[src/rtl/moore_stream_ctrl.sv]
// Sequencing controller for serial Moore sequence detectors.
// Captures a test word on start, clears the detector, shifts the word out
// MSB-first, counts cycles where the detector output is high (saturating),
// then pulses done for one cycle.
//
// state   | meaning
// --------+-----------------------------------------------------------
// S_IDLE  | waiting for start; hit_cnt holds the last result
// S_CLEAR | one-cycle synchronous clear to the detector, x_out = 0
// S_SHIFT | word shifted out MSB-first, one bit per cycle, det_in counted
// S_DRAIN | x_out = 0 for DRAIN cycles, det_in still counted
// S_DONE  | one-cycle done pulse
module moore_stream_ctrl #(
    parameter int WIDTH = 16,
    parameter int CNT_W = 5,
    parameter int DRAIN = 2
) (
    input  logic                           clk,
    input  logic                           rst,
    input  logic                           start,
    input  logic [WIDTH-1:0]               data_in,
    input  logic                           det_in,
    output logic                           x_out,
    output logic                           det_clr,
    output logic                           busy,
    output logic                           done,
    output logic [$clog2(WIDTH+1)-1:0]     bit_idx,
    output logic [CNT_W-1:0]               hit_cnt
);

    localparam int BW = $clog2(WIDTH + 1);

    localparam logic [2:0] S_IDLE  = 3'd0;
    localparam logic [2:0] S_CLEAR = 3'd1;
    localparam logic [2:0] S_SHIFT = 3'd2;
    localparam logic [2:0] S_DRAIN = 3'd3;
    localparam logic [2:0] S_DONE  = 3'd4;

    // Drain timer is a down-counter; it is loaded with DRAIN-1 while shifting
    // so that reaching zero marks the last drain cycle.
    localparam logic [2:0]    DRAIN_LOAD = 3'((DRAIN > 0) ? (DRAIN - 1) : 0);
    localparam logic [BW-1:0] LAST_BIT   = BW'(WIDTH - 1);

    logic [2:0]       state;
    logic [2:0]       state_nxt;
    logic [WIDTH-1:0] sreg;
    logic [2:0]       drain_cnt;
    logic             counting;

    // Next-state decode
    always_comb begin
        state_nxt = state;
        case (state)
            S_IDLE:  if (start) state_nxt = S_CLEAR;
            S_CLEAR: state_nxt = S_SHIFT;
            S_SHIFT: begin
                if (bit_idx == LAST_BIT)
                    state_nxt = (DRAIN == 0) ? S_DONE : S_DRAIN;
            end
            S_DRAIN: if (drain_cnt == 3'd0) state_nxt = S_DONE;
            S_DONE:  state_nxt = S_IDLE;
            default: state_nxt = S_IDLE;
        endcase
    end

    // State register
    always_ff @(posedge clk or posedge rst) begin
        if (rst)
            state <= S_IDLE;
        else
            state <= state_nxt;
    end

    // Shift register, bit index and drain timer
    always_ff @(posedge clk or posedge rst) begin
        if (rst) begin
            sreg      <= '0;
            bit_idx   <= '0;
            drain_cnt <= 3'd0;
        end else begin
            case (state)
                S_IDLE: begin
                    if (start) begin
                        sreg    <= data_in;
                        bit_idx <= '0;
                    end
                end
                S_SHIFT: begin
                    sreg      <= {sreg[WIDTH-2:0], 1'b0};
                    bit_idx   <= bit_idx + BW'(1);
                    drain_cnt <= DRAIN_LOAD;
                end
                S_DRAIN: begin
                    if (drain_cnt != 3'd0)
                        drain_cnt <= drain_cnt - 3'd1;
                end
                default: ;
            endcase
        end
    end

    assign counting = (state == S_SHIFT) || (state == S_DRAIN);

    // Saturating hit counter; every high cycle counts, so overlapping matches add up
    always_ff @(posedge clk or posedge rst) begin
        if (rst)
            hit_cnt <= '0;
        else if (state == S_IDLE && start)
            hit_cnt <= '0;
        else if (counting && det_in && (hit_cnt != {CNT_W{1'b1}}))
            hit_cnt <= hit_cnt + CNT_W'(1);
    end

    // Moore outputs decoded from the registered state
    assign x_out   = (state == S_SHIFT) && sreg[WIDTH-1];
    assign det_clr = (state == S_CLEAR);
    assign busy    = (state == S_CLEAR) || counting;
    assign done    = (state == S_DONE);

endmodule

[config.mk]
export PLATFORM = sky130hd
export DESIGN_NAME = moore_stream_ctrl
export DESIGN_NICKNAME = d
export VERILOG_FILES = /design/src/rtl/moore_stream_ctrl.sv
export SDC_FILE = /design/constraint.sdc
export NUM_CORES = 1
export LEC_CHECK = 0
export ABC_AREA = 1
export ABC_CLOCK_PERIOD_IN_PS = 4700
export CAP_MARGIN = 20
export CELL_PAD_IN_SITES_DETAIL_PLACEMENT = 1
export CELL_PAD_IN_SITES_GLOBAL_PLACEMENT = 2
export CORE_MARGIN = 2
export CORE_UTILIZATION = 32
export CTS_BUF_LIST = sky130_fd_sc_hd__clkbuf_4 sky130_fd_sc_hd__clkbuf_8
export DETAILED_ROUTE_END_ITERATION = 10
export GPL_TIMING_DRIVEN = 0
export PLACE_DENSITY_LB_ADDON = 0.1
export REMOVE_ABC_BUFFERS = 1
export SLEW_MARGIN = 20
export SYNTH_ARGS = -nofsm -noshare
export SYNTH_HDL_FRONTEND = slang
export SYNTH_SLANG_ARGS = --single-unit
[constraint.sdc]
create_clock -name clk -period 4.7 [get_ports clk]
set_clock_uncertainty 0.15 [all_clocks]
set_input_delay 1.41 -clock clk [delete_from_list [all_inputs] [get_ports clk]]
set_output_delay 1.41 -clock clk [all_outputs]
set_load 0.1 [all_outputs]
# --- Word level (Yosys, flattened, before mapping) ---
# Index checks and enable logic that the tools add are counted.
word_totals:
  ff_bits: 32
  latch_bits: 0
  mem_bits_rw: 0
  mem_bits_ro: 0
  inputBits: 20
  out_inout_bits: 14
  elab_cells: 45
  n_memories: 0
classes:
  add_sub_neg: 3
  multipliers: 0
  div: 0
  order_cmp: 0
  eq_ne: 10
  shift: 0
  mux: 12
  bitwise_logic: 0
  n_reduce_logical: 15
ops:
  columns: ["operator", "count"]
  rows:
  - ["16-bit one-hot mux with 2 select lines", 1]
  - ["16-bit 2-to-1 mux", 1]
  - ["5-bit 2-to-1 mux", 3]
  - ["3-bit 2-to-1 mux", 4]
  - ["3-bit one-hot mux with 4 select lines", 1]
  - ["5-bit by 1-bit adder with 5-bit output, second input constant", 2]
  - ["5-bit one-hot mux with 2 select lines", 1]
  - ["2-bit inequality test, second input constant", 4]
  - ["3-bit by 2-bit == test with 1-bit output, second input constant", 2]
  - ["3-bit zero test", 2]
  - ["3-bit one-hot mux with 2 select lines", 1]
  - ["2-bit nonzero test", 3]
  - ["5-bit by 4-bit == test with 1-bit output, second input constant", 1]
  - ["5-bit inequality test, second input constant", 1]
  - ["1-bit logical AND", 4]
  - ["2-bit AND reduction", 2]
  - ["3-bit by 1-bit == test with 1-bit output, second input constant", 1]
  - ["3-bit == test, second input constant", 1]
  - ["3-bit AND reduction", 1]
  - ["3-bit nonzero test", 1]
  - ["3-bit by 1-bit subtractor with 3-bit output, second input constant", 1]
  - ["1-bit logical OR", 2]

# --- Logic depth before layout (Yosys ltp) ---
# Gate-level depths: netlist of run 1.
depth:
  word_depth: 6
  mapped_depth: 10

# --- Least setup slack after synthesis of run 1 ---
# OpenSTA, ideal clock, no wires.
synth_timing:
  kind: "register to output"
  from: "register state[2]"
  to: "output done"
  arrival_time_ps: 2570
  required_time_ps: 3140
  path_slack_ps: 570
  stages_incl_launch_ff: 3
  cell_sequence: "dfrtp_1 inv_2 nor3_1"
synth_via:
  elab_chain_len: 1
synth_lines:
  columns: ["element", "line_no", "source"]
  rows:
  - ["from (decl)", "44", "logic [2:0] state;"]
  - ["from (signal assigned)", "71", "state <= state_nxt;"]
  - ["3-bit == test", "118", "assign done = (state == S_DONE);"]
  - ["to (decl)", "26", "output logic done,"]
# Every way passes these cells.

# --- Worst setup path after layout of run 1 ---
layout_timing:
  from: "register state[1]"
  to: "output x_out"
layout_via:
  elab_chain_len: 2
layout_lines:
  columns: ["element", "line_no", "source"]
  rows:
  - ["3-bit by 2-bit == test with 1-bit output", "115", "assign x_out = (state == S_SHIFT) && sreg[WIDTH-1];"]
  - ["1-bit logical AND", "115", null]
  - ["to (decl)", "23", "output logic x_out,"]
# Every way passes these cells.

==> results.toml, run 1 <==
[floorplan]
die_area_um2 = 5990
dieWidth_um = 77.4
io_pins = 34
die_height_um = 77.4
start_util_pct = 33.5
core_um2 = 5140
rows = 26

[detailed_routing]
ant_nets = 0
routed_wirelength_um = 3910
vias = 1508
drc = 0
drtPass1Iterations = 4
viasPerCell = 4.54
drt_iter0_drc = 40
avgRoutedWirePerCell_um = 11.8

[critical_path]
end_kind = "output pin"
ff2ff_setup_slack_ns = 2.79
r2r-end = "sreg[12]"
worstSetupPathType = "register to output pin"
cp_cell_sequence = "inv_2, nor2_4, nand2_2, nor2_1, clkdlybuf4s50_1"
required_ns = 3.14
cp_top_family = "buffers and inverters"
r2r-start = "state[0]"
arrival_ns = 2.59
critPathSlowestCell = "clkdlybuf4s50_1"
r2r_cells = 6
crit_buf_inv = 2
cp_max_fo = 20
cp-start-kind = "register"
cpPeakStageDelay_ns = 1.15

[synth]
yosysSeqAreaShare_pct = 46.5
yosysMostFrequentCell = "nand2_1"
yosys_warnings = 0
synthDistinctLibCells = 25
synth_area_leader_cell = "dfrtp_1"
synth.area.top_cells = "dfrtp_1, nand2_1, ha_1, nand3_1, inv_1"
ys_seq_elements = 32
syn_avg_cell_area_um2 = 7.59
syn_inst = 227
netlist_area_um2 = 1720
synth_edf_count = 0
synth_top_area_share_pct = 46.5
synthArstFlopShare_pct = 100
netlist_top_cells_count = "nand2_1, dfrtp_1, inv_1, nand3_1, nor2_1"
synth_ff_type = "dfrtp_1"

[clocking]
hold_buffers = 0
numCtsBuffers = 5
h-tree-depth = 2
cts_tree = "built"
root_buffer = "clkbuf_8"
postCtsSetupBuffers = 0
insertion_delay_ns = 0.29
path_clk_slew_ns = 0.07
clk_path_buf_depth = 2
ctsResizeCount = 0
cts.sinks = 32

[run_status]
outcome = "finished clean"

[global_routing]
antenna_found_initial = 0
grt_pass1_wl_um = 6890
overflow = 0
grt_max_degree = 33
met1_usage_pct = 17.9
grt_usage_pct = 14.5
use_met2_pct = 24.3
grt_busiest_layer = "met2"
grtUsageMet3_pct = 3.84
grt_pass1_vias = 1491

[sta]
setup-violations-final = 0
whs_ns = 0.333
drv_slew = 0
fin_crit_sh_pct = 88.4
fin_setup_tns_ns = 0
max_freq_ghz = 0.241
rsz0062_at_grt = "false"
hold_viol = 0
period_minus_slack_ns = 4.15
max_slew.worst_pin.slew_ns = 0.971
slew_headroom_pct = 35.0

[hold_path]
hold_depth = 2
min-delay-start = "sreg[8]"
hold_path_class = "register to register"
hold_end = "sreg[8]"

[finish]
layout.cells.non_filler = 332
multiInputGateArea_um2 = 796
area_growth_pct = 26.4
final_nets = 287
nFillCells = 676
diodes = 0
seq_area_um2 = 801
drive_above_1_share_pct = 7.25

[placement]
gp_congestion = 0.711
port_buffers = 33
dp_hpwl_um = 2610
placed_cells = 324

[flow_run]
drv_cap = 0
flip-flops by register name, summed over array words and instances, names as in the netlist:
| name | cells |
|---|---|
| bit_idx | 5 |
| drain_cnt | 3 |
| hit_cnt | 5 |
| sreg | 16 |
| state | 3 |
per-layer routing:
layer  part of all wire, %  up-vias  routed length (um)
met1                    46      710                1820
met5                     0        -                   0
li1                      -      770                   -
met2                    49       24                1910
met4                   1.4        0                  53
met3                   3.2        4                 127
layout by cell type (no fill, tap or decap):
cell / n
nand3b_1: 1
nor2_4: 2
inv_1: 13
or2_2: 1
o22ai_1: 1
nor2_2: 1
mux2i_1: 1
nand2_4: 1
dfrtp_1: 32
o21ai_0: 4
clkdlybuf4s50_1: 33
and2_1: 1
nand3_4: 1
clkbuf_8: 6
inv_2: 3
nand2_1: 121
a21oi_1: 1
nor2_1: 11
nand4_1: 2
clkbuf_4: 2
nand3_1: 12
nand2_2: 1
xor2_1: 2
nor3_1: 2
inv_4: 1
ha_1: 6
final cells by class:
class / instances / area share (%)
Inverter: 17 / 3.04
Sequential cell: 32 / 36.8
Tap cell: 70 / 4.02
Multi-Input combinational cell: 172 / 36.5
Timing Repair Buffer: 33 / 15.2
Clock buffer: 8 / 4.48
how the worst max path moves through the flow:
stage	depth (start not counted)	end	slack (ns)	start
after global routing	5	x_out	0.36	state[1]
after detailed placement	5	x_out	0.83	state[1]
final	5	x_out	0.55	state[1]
after floorplan	2	det_clr	0.52	state[0]
after CTS	5	x_out	0.51	state[1]
after global placement	4	x_out	0.83	state[2]
metrics by stage:
| step | setup slack, ns | utilization (%) | area, um2 |
|---|---|---|---|
| after global placement | 0.826 | 40.5 | 2080 |
| after global routing | 0.365 | 42.4 | 2180 |
| after detailed placement | 0.829 | 40.5 | 2080 |
| final | 0.545 | 42.4 | 2180 |
| after floorplan | 0.523 | - | 1660 |
| after CTS | 0.505 | 42.4 | 2180 |
tightest hold or removal path, stage by stage, from the launching register on:
cell and delay [ns]:
dfrtp_1 0.34, nand2_1 0.05, nand2_1 0.05
cell families after synthesis:
group / synth area share [%]
and+or+nand+nor: 38.4
DFF: 46.5
buffers and inverters: 7.33
AOI/OAI and AO/OA: 1.82
adders and majority gates: 4.36
xor gates and xnor gates: 1.02
muxes: 0.581
Power of run 1 is left out: the tool's default activity adds up to more than one toggle a clock period on the data nets, which glitch-free logic cannot reach.
==> run 2: changes to the inputs <==
--- a/config.mk
+++ b/config.mk
@@ -14,10 +14,9 @@
 export CORE_UTILIZATION = 32
 export CTS_BUF_LIST = sky130_fd_sc_hd__clkbuf_4 sky130_fd_sc_hd__clkbuf_8
 export DETAILED_ROUTE_END_ITERATION = 10
-export GPL_TIMING_DRIVEN = 0
 export PLACE_DENSITY_LB_ADDON = 0.1
 export REMOVE_ABC_BUFFERS = 1
-export SLEW_MARGIN = 20
+export SLEW_MARGIN = 10
 export SYNTH_ARGS = -nofsm -noshare
 export SYNTH_HDL_FRONTEND = slang
 export SYNTH_SLANG_ARGS = --single-unit
==> run 2 against run 1 <==
Net effect:
- die area unchanged
- non-clock buffer count increased by 1
- via count decreased by 1.8%
- global-route usage increased by 0.30 points
- cell area decreased by 0.63%
- sequential share of layout area increased by 0.23 points
- hold slack got worse by 0.00067 ns
- first-iteration DRC count increased by 7.5%
- wire length increased by 1.5%
- final cell count unchanged
- setup slack improved by 0.37 ns
- fmax increased by 9.9%
==> results.toml, run 2 (synthesis gave the netlist of run 1 again) <==
[sta]
fin_crit_sh_pct = 80.5
max_freq_ghz = 0.264
hold_viol = 0
setup-violations-final = 0
rsz0062_at_grt = "false"
whs_ns = 0.333
slew_headroom_pct = 35.1
fin_setup_tns_ns = 0
max_slew.worst_pin.slew_ns = 0.971
drv_slew = 0
period_minus_slack_ns = 3.78

[finish]
diodes = 0
final_common_cell = "nand2_1"
final_nets = 288
mostFrequentLayoutCells = "nand2_1, dfrtp_1, clkdlybuf4s50_1"
drive_above_1_share_pct = 7.63
largest_reg_flops = 16
top_register = "sreg"
area_growth_pct = 25.6
nFillCells = 662
largest_registers = "sreg: 16 flops, bit_idx: 5 flops, hit_cnt: 5 flops"

[critical_path]
cpPeakStageDelay_ns = 1.16
required_ns = 3.14
critPathSlowestCell = "clkdlybuf4s50_1"
worstSetupPathType = "register to output pin"
cp_max_fo = 7
cp-start-kind = "register"
arrival_ns = 2.22
cp_cell_sequence = "nor2_2, nor2_1, clkdlybuf4s50_1"
end_kind = "output pin"

[global_routing]
overflow = 0
grt_pass1_wl_um = 6960
antenna_found_initial = 0
grt_usage_pct = 14.8
grt_pass1_vias = 1436
grt_max_degree = 22

[clocking]
h-tree-depth = 2
root_buffer = "clkbuf_8"
numCtsBuffers = 5
hold_buffers = 0
cts.sinks = 32
ctsResizeCount = 0
postCtsSetupBuffers = 0
cts_tree = "built"
path_clk_slew_ns = 0.07
insertion_delay_ns = 0.29
clk_path_buf_depth = 2

[hold_path]
hold_path_class = "register to register"

[floorplan]
die_height_um = 77.4
io_pins = 34
core_um2 = 5140
die_area_um2 = 5990
rows = 26
start_util_pct = 33.5
dieWidth_um = 77.4

[detailed_routing]
drc = 0
drtPass1Iterations = 4
viasPerCell = 4.46
vias = 1481
avgRoutedWirePerCell_um = 12.0
routed_wirelength_um = 3970
drt_iter0_drc = 43
ant_nets = 0

[placement]
dp_hpwl_um = 2700
gp_congestion = 0.716
port_buffers = 33

[run_status]
outcome = "finished clean"

[flow_run]
drv_cap = 0
==> run 2: metrics by stage <==
step	area (um2)	setup WS (ns)	std cells	utilization [%]
CTS	2160	0.902	332	42.1
floorplan	1660	0.523	221	-
finish	2160	0.918	332	42.1
global placement	2080	1.28	325	40.5
detailed placement	2080	1.23	325	40.5
global route	2160	0.847	332	42.1
==> run 2: final cells by class <==
type | count | area, um2 | share of cell area [%]
tap | 70 | 87.6 | 4.05
multi-input combinational | 172 | 796 | 36.8
sequential | 32 | 801 | 37.0
timing repair buffer | 34 | 333 | 15.4
clock inverter | 1 | 5.00 | 0.231
inverter | 17 | 66.3 | 3.06
clock buffer | 6 | 76.3 | 3.53
==> run 2: final timing paths <==
path,start,to,slack (ns),cells after the start
setup / recovery,state[0],busy,0.92,3
hold / removal,sreg[3],sreg[3],0.33,2
setup reg to reg,state[0],sreg[8],2.79,6
hold reg to reg,sreg[3],sreg[3],0.33,2
max in group asynchronous,rst,sreg[12],2.24,3
min in group asynchronous,rst,sreg[4],1.46,2
==> run 2: worst max-delay path: cells and delay by family, from the launching register on <==
family	cells	cell delay, ns
buf+inv	1	1.16
flops	1	0.51
simple gates	2	0.26
==> run 2: per-layer routing <==
layer | vias to the layer above | track usage (%) | part of all wire [%]
li1 | 765 | - | -
met2 | 25 | 23.0 | 47
met4 | 0 | 6.43 | 1.7
met3 | 8 | 3.60 | 3.5
met5 | - | 0 | 0
met1 | 683 | 19.7 | 48
Power of run 2 is left out for the same reason.
